[config.mk]
export PLATFORM = sky130hd
export DESIGN_NAME = router_pkt_tx
export DESIGN_NICKNAME = d
export VERILOG_FILES = /design/src/rtl/router_pkt_tx.sv
export SDC_FILE = /design/constraint.sdc
export NUM_CORES = 1
export LEC_CHECK = 0
export BUFFER_PORTS_ARGS = -buffer_cell sky130_fd_sc_hd__buf_2
export CAP_MARGIN = 0
export CORE_MARGIN = 2
export CORE_UTILIZATION = 39
export DETAILED_ROUTE_END_ITERATION = 8
export GPL_TIMING_DRIVEN = 0
export HOLD_SLACK_MARGIN = 0.05
export PLACE_DENSITY = 0.53
export SYNTH_ARGS = -nofsm -noshare
export SYNTH_HDL_FRONTEND = slang
export SYNTH_SLANG_ARGS = --single-unit
[constraint.sdc]
create_clock -name clock -period 2.8 [get_ports clock]
set_input_delay 0.14 -clock clock [delete_from_list [all_inputs] [get_ports clock]]
set_output_delay 0.14 -clock clock [all_outputs]
set_load 0.03 [all_outputs]
[src/rtl/router_pkt_tx.sv]
// Store-and-forward packet transmitter for a 3-port router: buffers a whole
// payload, then emits header, payload and parity under router back-pressure.
module router_pkt_tx #(
  parameter int MAX_LEN = 63
) (
  input  logic       clock,
  input  logic       resetn,
  input  logic       cmd_valid,
  output logic       cmd_ready,
  input  logic [1:0] cmd_addr,
  input  logic [5:0] cmd_len,
  input  logic       cmd_bad_parity,
  output logic       cmd_err,
  input  logic [7:0] pay_data,
  input  logic       pay_valid,
  output logic       pay_ready,
  input  logic       busy,
  output logic [7:0] tx_data,
  output logic       tx_pkt_valid,
  output logic       tx_done
);

  typedef enum logic [2:0] {
    IDLE,
    LOAD,
    WAIT,
    HDR,
    PAY,
    PAR
  } state_t;

  localparam logic [5:0] MAX_LEN_W = 6'(MAX_LEN);

  state_t     state;
  state_t     next_state;

  logic [1:0] addr_q;
  logic [5:0] len_q;
  logic       bad_q;
  logic [5:0] wr_idx;
  logic [5:0] rd_idx;
  logic [7:0] par_q;
  logic [7:0] mem [0:MAX_LEN-1];

  logic       cmd_ok;
  logic       cmd_fire;
  logic       pay_fire;
  logic       consumed;
  logic       last_wr;
  logic       last_rd;
  logic [7:0] hdr_byte;

  assign cmd_ok   = (cmd_len != 6'd0) && (cmd_len <= MAX_LEN_W) && (cmd_addr != 2'd3);
  assign cmd_fire = cmd_valid && (state == IDLE);
  assign pay_fire = pay_valid && (state == LOAD);
  // The router takes the presented byte only on an edge where it is not stalled.
  assign consumed = !busy;
  assign last_wr  = (wr_idx == len_q - 6'd1);
  assign last_rd  = (rd_idx == len_q - 6'd1);
  assign hdr_byte = {len_q, addr_q};

  // NOTE: sequential state is written with non-blocking assignments so every
  // flop samples pre-edge values regardless of process ordering.
  always_ff @(posedge clock or negedge resetn) begin
    if (!resetn) begin
      state <= IDLE;
    end else begin
      state <= next_state;
    end
  end

  // NOTE: next_state gets a default before the case so no path leaves it
  // unassigned, which would otherwise infer a latch.
  always_comb begin
    next_state = state;
    case (state)
      IDLE: if (cmd_fire && cmd_ok)        next_state = LOAD;
      LOAD: if (pay_fire && last_wr)       next_state = WAIT;
      WAIT: if (!busy)                     next_state = HDR;
      HDR:  if (consumed)                  next_state = PAY;
      PAY:  if (consumed && last_rd)       next_state = PAR;
      PAR:  if (consumed)                  next_state = IDLE;
      default:                             next_state = IDLE;
    endcase
  end

  always_comb begin
    cmd_ready    = 1'b0;
    pay_ready    = 1'b0;
    tx_pkt_valid = 1'b0;
    tx_data      = 8'h00;
    case (state)
      IDLE: cmd_ready = 1'b1;
      LOAD: pay_ready = 1'b1;
      HDR: begin
        tx_pkt_valid = 1'b1;
        tx_data      = hdr_byte;
      end
      PAY: begin
        tx_pkt_valid = 1'b1;
        tx_data      = mem[rd_idx];
      end
      PAR: tx_data = par_q ^ {8{bad_q}};
      default: ;
    endcase
  end

  // Parity folds in bytes as they leave, so a byte held by busy counts once.
  always_ff @(posedge clock or negedge resetn) begin
    if (!resetn) begin
      addr_q  <= 2'd0;
      len_q   <= 6'd0;
      bad_q   <= 1'b0;
      wr_idx  <= 6'd0;
      rd_idx  <= 6'd0;
      par_q   <= 8'h00;
      cmd_err <= 1'b0;
      tx_done <= 1'b0;
    end else begin
      cmd_err <= cmd_fire && !cmd_ok;
      tx_done <= (state == PAR) && consumed;

      if (cmd_fire && cmd_ok) begin
        addr_q <= cmd_addr;
        len_q  <= cmd_len;
        bad_q  <= cmd_bad_parity;
        wr_idx <= 6'd0;
      end

      if (pay_fire) begin
        wr_idx <= wr_idx + 6'd1;
      end

      if ((state == HDR) && consumed) begin
        par_q  <= hdr_byte;
        rd_idx <= 6'd0;
      end

      if ((state == PAY) && consumed) begin
        par_q  <= par_q ^ mem[rd_idx];
        rd_idx <= rd_idx + 6'd1;
      end
    end
  end

  // NOTE: the payload buffer has no reset; every location read in PAY was
  // written in LOAD of the same packet, so stale contents are never observed.
  always_ff @(posedge clock) begin
    if (pay_fire) begin
      mem[wr_idx] <= pay_data;
    end
  end

endmodule

Word level (Yosys, flattened, before mapping)
Memory sizes are Yosys's and may differ from the RTL's.
Index checks and enable logic that the tools add are counted.

cells by class
  add/subtract/negate cells = 3
  $lt $le $gt $ge = 1
  equality and inequality tests = 14
  multiplexer cells = 19
  bitwise operators = 2
  reductions and logical operators = 19

operators with widths
  cell                                                   count
  two-way mux 6 bit                                      4
  case mux 8 bit (3 select lines)                        1
  two-way mux 3 bit                                      6
  case mux 3 bit (6 select lines)                        1
  two-way mux 8 bit                                      2
  XOR 8 bit                                              2
  adder 6 x 1 -> 6 bit, second input constant            2
  equality test 6 bit                                    2
  logical AND 1 bit                                      11
  != test 2 bit, second input constant                   5
  equality test 3 x 2 -> 1 bit, second input constant    2
  equality test 3 bit, second input constant             2
  less-or-equal comparator 6 bit, second input constant  1
  AND reduction 6 bit                                    1
  nonzero test 6 bit                                     1
  subtractor 6 x 1 -> 6 bit, second input constant       1
  two-way mux 1 bit                                      5
  != test 2 x 1 -> 1 bit, second input constant          2
  nonzero test 2 bit                                     2
  equality test 3 x 1 -> 1 bit, second input constant    1
  zero test 3 bit                                        1
  zero test 1 bit                                        2
  OR reduction 2 bit                                     1

storage, ports and cells
  bits in registers = 34
  memory bits (writable) = 504
  input port bits = 22
  output and inout bits = 13
  word-level logic and storage cells = 68
  memories = 1

memories
  memory  words  width  rd ports  clocked after Yosys merged registers in  wr ports  line  RTL
  mem     63     8      1         0                                        1         43    logic [7:0] mem [0:MAX_LEN-1];

Logic depth before layout (Yosys ltp)
  depth after elaboration = 6
  depth in mapped cells = 12
  depth with buffers taken out = 8

Worst setup path before layout
Ideal clock, no wire load.

  path kind = reg-to-reg
  start = register state[2]
  end = memory mem[30][0] (enable)
  setup time = 0.370 ns
  data arrival time = 2.586 ns
  data required time = 2.430 ns
  path slack = -0.157 ns
  cell stages (with the launch flop) = 7
  buffers on the path = 1
  clock period less this slack = 2.957 ns
  cells stage by stage = dfrtp_1 > clkbuf_1 > nor3_1 > nand2_1 > nor2_1 > nand3_1 > nor2_1

between the ends
  word-level cells in the longest chain between the ends = 4

ends and longest elaborated chain
  item                                     line  RTL
  start, declared                          34    state_t state;
  start signal, assigned                   68    state <= next_state;
  equality test 3 x 1 -> 1 bit             55    assign pay_fire = pay_valid && (state == LOAD);
  logical AND 1 bit                        55
  two-way mux 1 bit                        149   if (pay_fire) begin
  two-way mux 1 bit (implied by the code)  150   mem[wr_idx] <= pay_data;
  end, declared                            43

No other way between the ends.

Worst setup path in the final report
  start = register rd_idx[0]
  end = output tx_data[5]

between the ends
  word-level cells in the longest chain between the ends = 2

ends and longest elaborated chain
  item                             line  RTL
  start, declared                  41    logic [5:0] rd_idx;
  start signal, assigned           141   rd_idx <= rd_idx + 6'd1;
  memory read (63 x 8 bit)         -
  case mux 8 bit (3 select lines)  92    case (state)
  end, declared                    18    output logic [7:0] tx_data,

No other way between the ends.

==> results.md <==
* Status: finished with violations
* Failing checks: negative setup slack
* R2R setup slack at -160 ps
* Routed WL at approximately 66 mm
* Max Transition Viols Final at 0
* Setup WS post-layout at -710 ps
* Core Util, Final at about half
* Port bufs at 34
* Worst hold slack at 178 ps
* Worst slew pin tran at roughly 1300 ps
* Share of layout cells above drive strength 1 at 32.6%
* ANT cells at 0
* Yosys cell types at 80
* Ys async rst share at under 10%
* Global placer's final weighted congestion at between 0.8 and 0.9
* Crit path time final at around 3500 ps
* Synthesized area per cell at 17.7 um^2
* Netlist Area Pre-Place at roughly 22000 um^2
* Clk Latency, worst-skew pair at 620 ps
* GRT Util Overall at between 20% and 30%
* Final Instance Area at ~28000 um^2
* Routed vias/inst at roughly 5.7
* Hold/Removal Path Class: input port to async pin
* Setup CP Type: flop to primary output
* Post-synth EDFFs at about 500
* Initial antenna violation count at 0
* Drt pass-1 iters at 6
* Worst-path maximum fanout at 7
* WP data required at 2660 ps
* Maxcap violations at 0
* Vias at between 10000 and 15000
* Syn nets at around 1300
* Inst Count DP at 2061
* CTS tree: done
* Fillers at between 4000 and 5000
* Root buffer cell: clkbuf_16
* R2r endpoint: par_q[4]
* Rel. slew slack at a little over a tenth
* Final net count at between 1000 and 1500
* Clock buffer depth at 3
* Final setup viols at 14
* Htree depth at 2
* Die Area at just under 60000 um^2
* Wire per inst at between 20 and 30 um
* I/O Pins at 35
* Number of CTS-inserted buffers at 55
* Pleak at about 8.9 nW
* RSZ-0062 raised after global routing: yes
* CTS Sinks at between 500 and 600
* Initial core utilization at approximately two fifths
* Sequential fraction of the synthesis area at 71.2%
* Max Fclk at 0.285 GHz
* Power density over cell area at 946 nW/um^2
* First-pass GRT wire length at 93.9 mm
* Die Width at 244 um
* Crit share post-route at 125%
* Clk slew on worst S/H paths at roughly 60 ps
* Pin count of the biggest net entering global routing at 64
* Detail Route Antenna Nets at 0
* Reg2reg path depth at 12
* R2r startpoint: rd_idx[0]
* Arrival time of the worst setup path at between 3000 and 4000 ps
* Worst Setup Start Kind: flop
* Vias in the first global route at between 10000 and 15000
* Hold Violations, Final at 0
* Area grow syn2layout at 23.9%
* Floorplan core area at 56600 um^2
* Setup Skew at about 22 ps
* Non-Filler Instances at ~2300
* Most used flip-flop cell after synthesis: edfxtp_1
* Synth warnings at 0
* Row cnt at 87
* 1st-iter DRT viols at about 1300
* Setup crit end kind: primary output
* GRT Residual Overflow at 0
* Syn Inst Count at 1271
* Die Ht at roughly 240 um
* DRC viols at 0
* #FFs+latches synth at 538
* DP HPWL at around 41 mm
* Placed Instance Area at roughly 24000 um^2
* IR drop worst, VDD at just under 0.5 mV
## what timing repair did
action,CTS,global route
setup buffers,56,23
hold buffers,14,1
endpoints found under the hold margin,50,3
cloned,1,1
pin swaps,31,29
gates resized for setup,327,40
setup endpoints to repair,523,269
## cell type report
cell class              count  area, um^2  area share (%)
clock buffers              70        1430            5.15
plain buffers              73         776            2.79
well taps                 756         946            3.40
multi-input cells         648        7020            25.2
flip-flops and latches    538       16000            57.4
inverters                  10        37.5           0.135
clock inverters            31         360            1.30
repair buffers            129        1270            4.57
## registers in the layout, summed over array words and instances, names as in the netlist, 2 cells and up
| name | flops |
|---|---|
| addr_q | 2 |
| len_q | 6 |
| mem | 504 |
| par_q | 8 |
| rd_idx | 6 |
| state | 3 |
| wr_idx | 6 |
## through the flow
stage                     power [mW]  worst slack, ps  setup TNS, ps
after floorplan                 14.1              232              0
after global routing            27.2             -774          -6680
after global placement          16.7            -1250        -241220
after CTS                       26.0             -765          -9110
after detailed placement        16.7            -1170        -279930
final                           26.3             -710          -5610
## power breakdown
group / leakage (nW) / total (mW) / internal [mW] / switching, mW
clock: 0.867 / 7.45 / 4.35 / 3.11
sequential: 4.96 / 9.28 / 9.03 / 0.249
combinational: 3.06 / 9.59 / 4.30 / 5.29
## cell families (layout without fill, tap and decap cells)
kind of cell	after synthesis	count (layout)	share of synthesized area (%)
DFF	538	538	71.2
buffers and inverters	85	313	2.56
muxes	199	199	13.9
AOI/OAI and AO/OA	177	177	5.78
adders and majority gates	3	3	0.167
and+or+nand+nor	245	245	5.34
xor gates and xnor gates	24	24	1.06
## Yosys cell counts, types with 4 or more instances
| cell | n | area, um^2 |
|---|---|---|
| nand3_1 | 24 | 120 |
| a22oi_1 | 28 | 210 |
| buf_2 | 12 | 60.1 |
| a22o_1 | 15 | 131 |
| dfrtp_1 | 34 | 851 |
| nor2_1 | 95 | 357 |
| nand2_1 | 48 | 180 |
| and3_1 | 5 | 31.3 |
| nor3b_1 | 4 | 30.0 |
| mux4_1 | 18 | 473 |
| o221ai_1 | 6 | 52.6 |
| clkbuf_1 | 30 | 113 |
| mux2_2 | 26 | 293 |
| inv_1 | 10 | 37.5 |
| a211o_1 | 5 | 43.8 |
| xnor2_1 | 8 | 70.1 |
| edfxtp_1 | 504 | 15100 |
| and2_1 | 4 | 25.0 |
| or3b_1 | 4 | 35.0 |
| o22ai_1 | 14 | 87.6 |
| nor4b_1 | 5 | 43.8 |
| xor2_1 | 14 | 123 |
| nor3_1 | 6 | 30.0 |
| o31ai_1 | 5 | 37.5 |
| nand2b_1 | 8 | 50.1 |
| nor2b_1 | 12 | 75.1 |
| or3_1 | 5 | 31.3 |
| a221oi_1 | 6 | 52.6 |
| o21a_1 | 4 | 30.0 |
| nand3b_1 | 6 | 45.0 |
| o21ai_0 | 29 | 145 |
| buf_6 | 17 | 191 |
| a21oi_1 | 27 | 135 |
| mux4_2 | 64 | 1440 |
| mux2i_1 | 90 | 901 |
## critical path, stage by stage (launching register included)
cell,delay (ps)
dfrtp_1,410
buf_12,170
buf_16,150
buf_16,130
buf_16,150
mux4_2,570
mux2i_4,200
o32a_1,240
nand4_1,240
o21ai_2,170
o22ai_2,100
buf_6,180
## layout by cell type (no fill, tap or decap), types with 7 or more instances in the layout
| cell type | netlist | final |
|---|---|---|
| a21oi_1 | 27 | 23 |
| a22o_1 | 15 | 11 |
| a22oi_1 | 28 | 20 |
| a22oi_2 | 0 | 8 |
| buf_12 | 2 | 21 |
| buf_16 | 0 | 11 |
| buf_2 | 12 | 31 |
| buf_4 | 3 | 51 |
| buf_6 | 17 | 32 |
| bufinv_16 | 0 | 8 |
| clkbuf_1 | 30 | 37 |
| clkbuf_16 | 0 | 56 |
| clkinv_1 | 0 | 13 |
| dfrtp_1 | 34 | 34 |
| dlygate4sd3_1 | 0 | 15 |
| edfxtp_1 | 504 | 504 |
| inv_1 | 10 | 10 |
| mux2_2 | 26 | 22 |
| mux2i_1 | 90 | 75 |
| mux2i_2 | 0 | 8 |
| mux2i_4 | 0 | 7 |
| mux4_1 | 18 | 13 |
| mux4_2 | 64 | 69 |
| nand2_1 | 48 | 42 |
| nand2b_1 | 8 | 8 |
| nand3_1 | 24 | 20 |
| nor2_1 | 95 | 28 |
| nor2_4 | 0 | 66 |
| nor2b_1 | 12 | 11 |
| o21ai_0 | 29 | 25 |
| o22ai_1 | 14 | 8 |
| xnor2_1 | 8 | 8 |
| xor2_1 | 14 | 14 |
## layer usage
| metal | wire length (um) | up-vias | GRT usage [%] |
|---|---|---|---|
| met5 | 0 | - | 0 |
| met4 | 2240 | 0 | 7.42 |
| met3 | 4060 | 110 | 3.26 |
| met2 | 30700 | 487 | 35.0 |
| met1 | 29200 | 6813 | 32.0 |
| li1 | - | 5517 | - |
## how the worst max path moves through the flow
stage | slack (ps) | end | startpoint
floorplan | 230 | mem[30][0] | state[2]
global placement | -1250 | tx_data[6] | rd_idx[2]
detailed placement | -1170 | tx_data[6] | rd_idx[2]
CTS | -770 | tx_data[5] | rd_idx[0]
global route | -770 | tx_data[2] | rd_idx[0]
finish | -710 | tx_data[5] | rd_idx[0]
No activity file was read; power rests on OpenSTA's default activity.
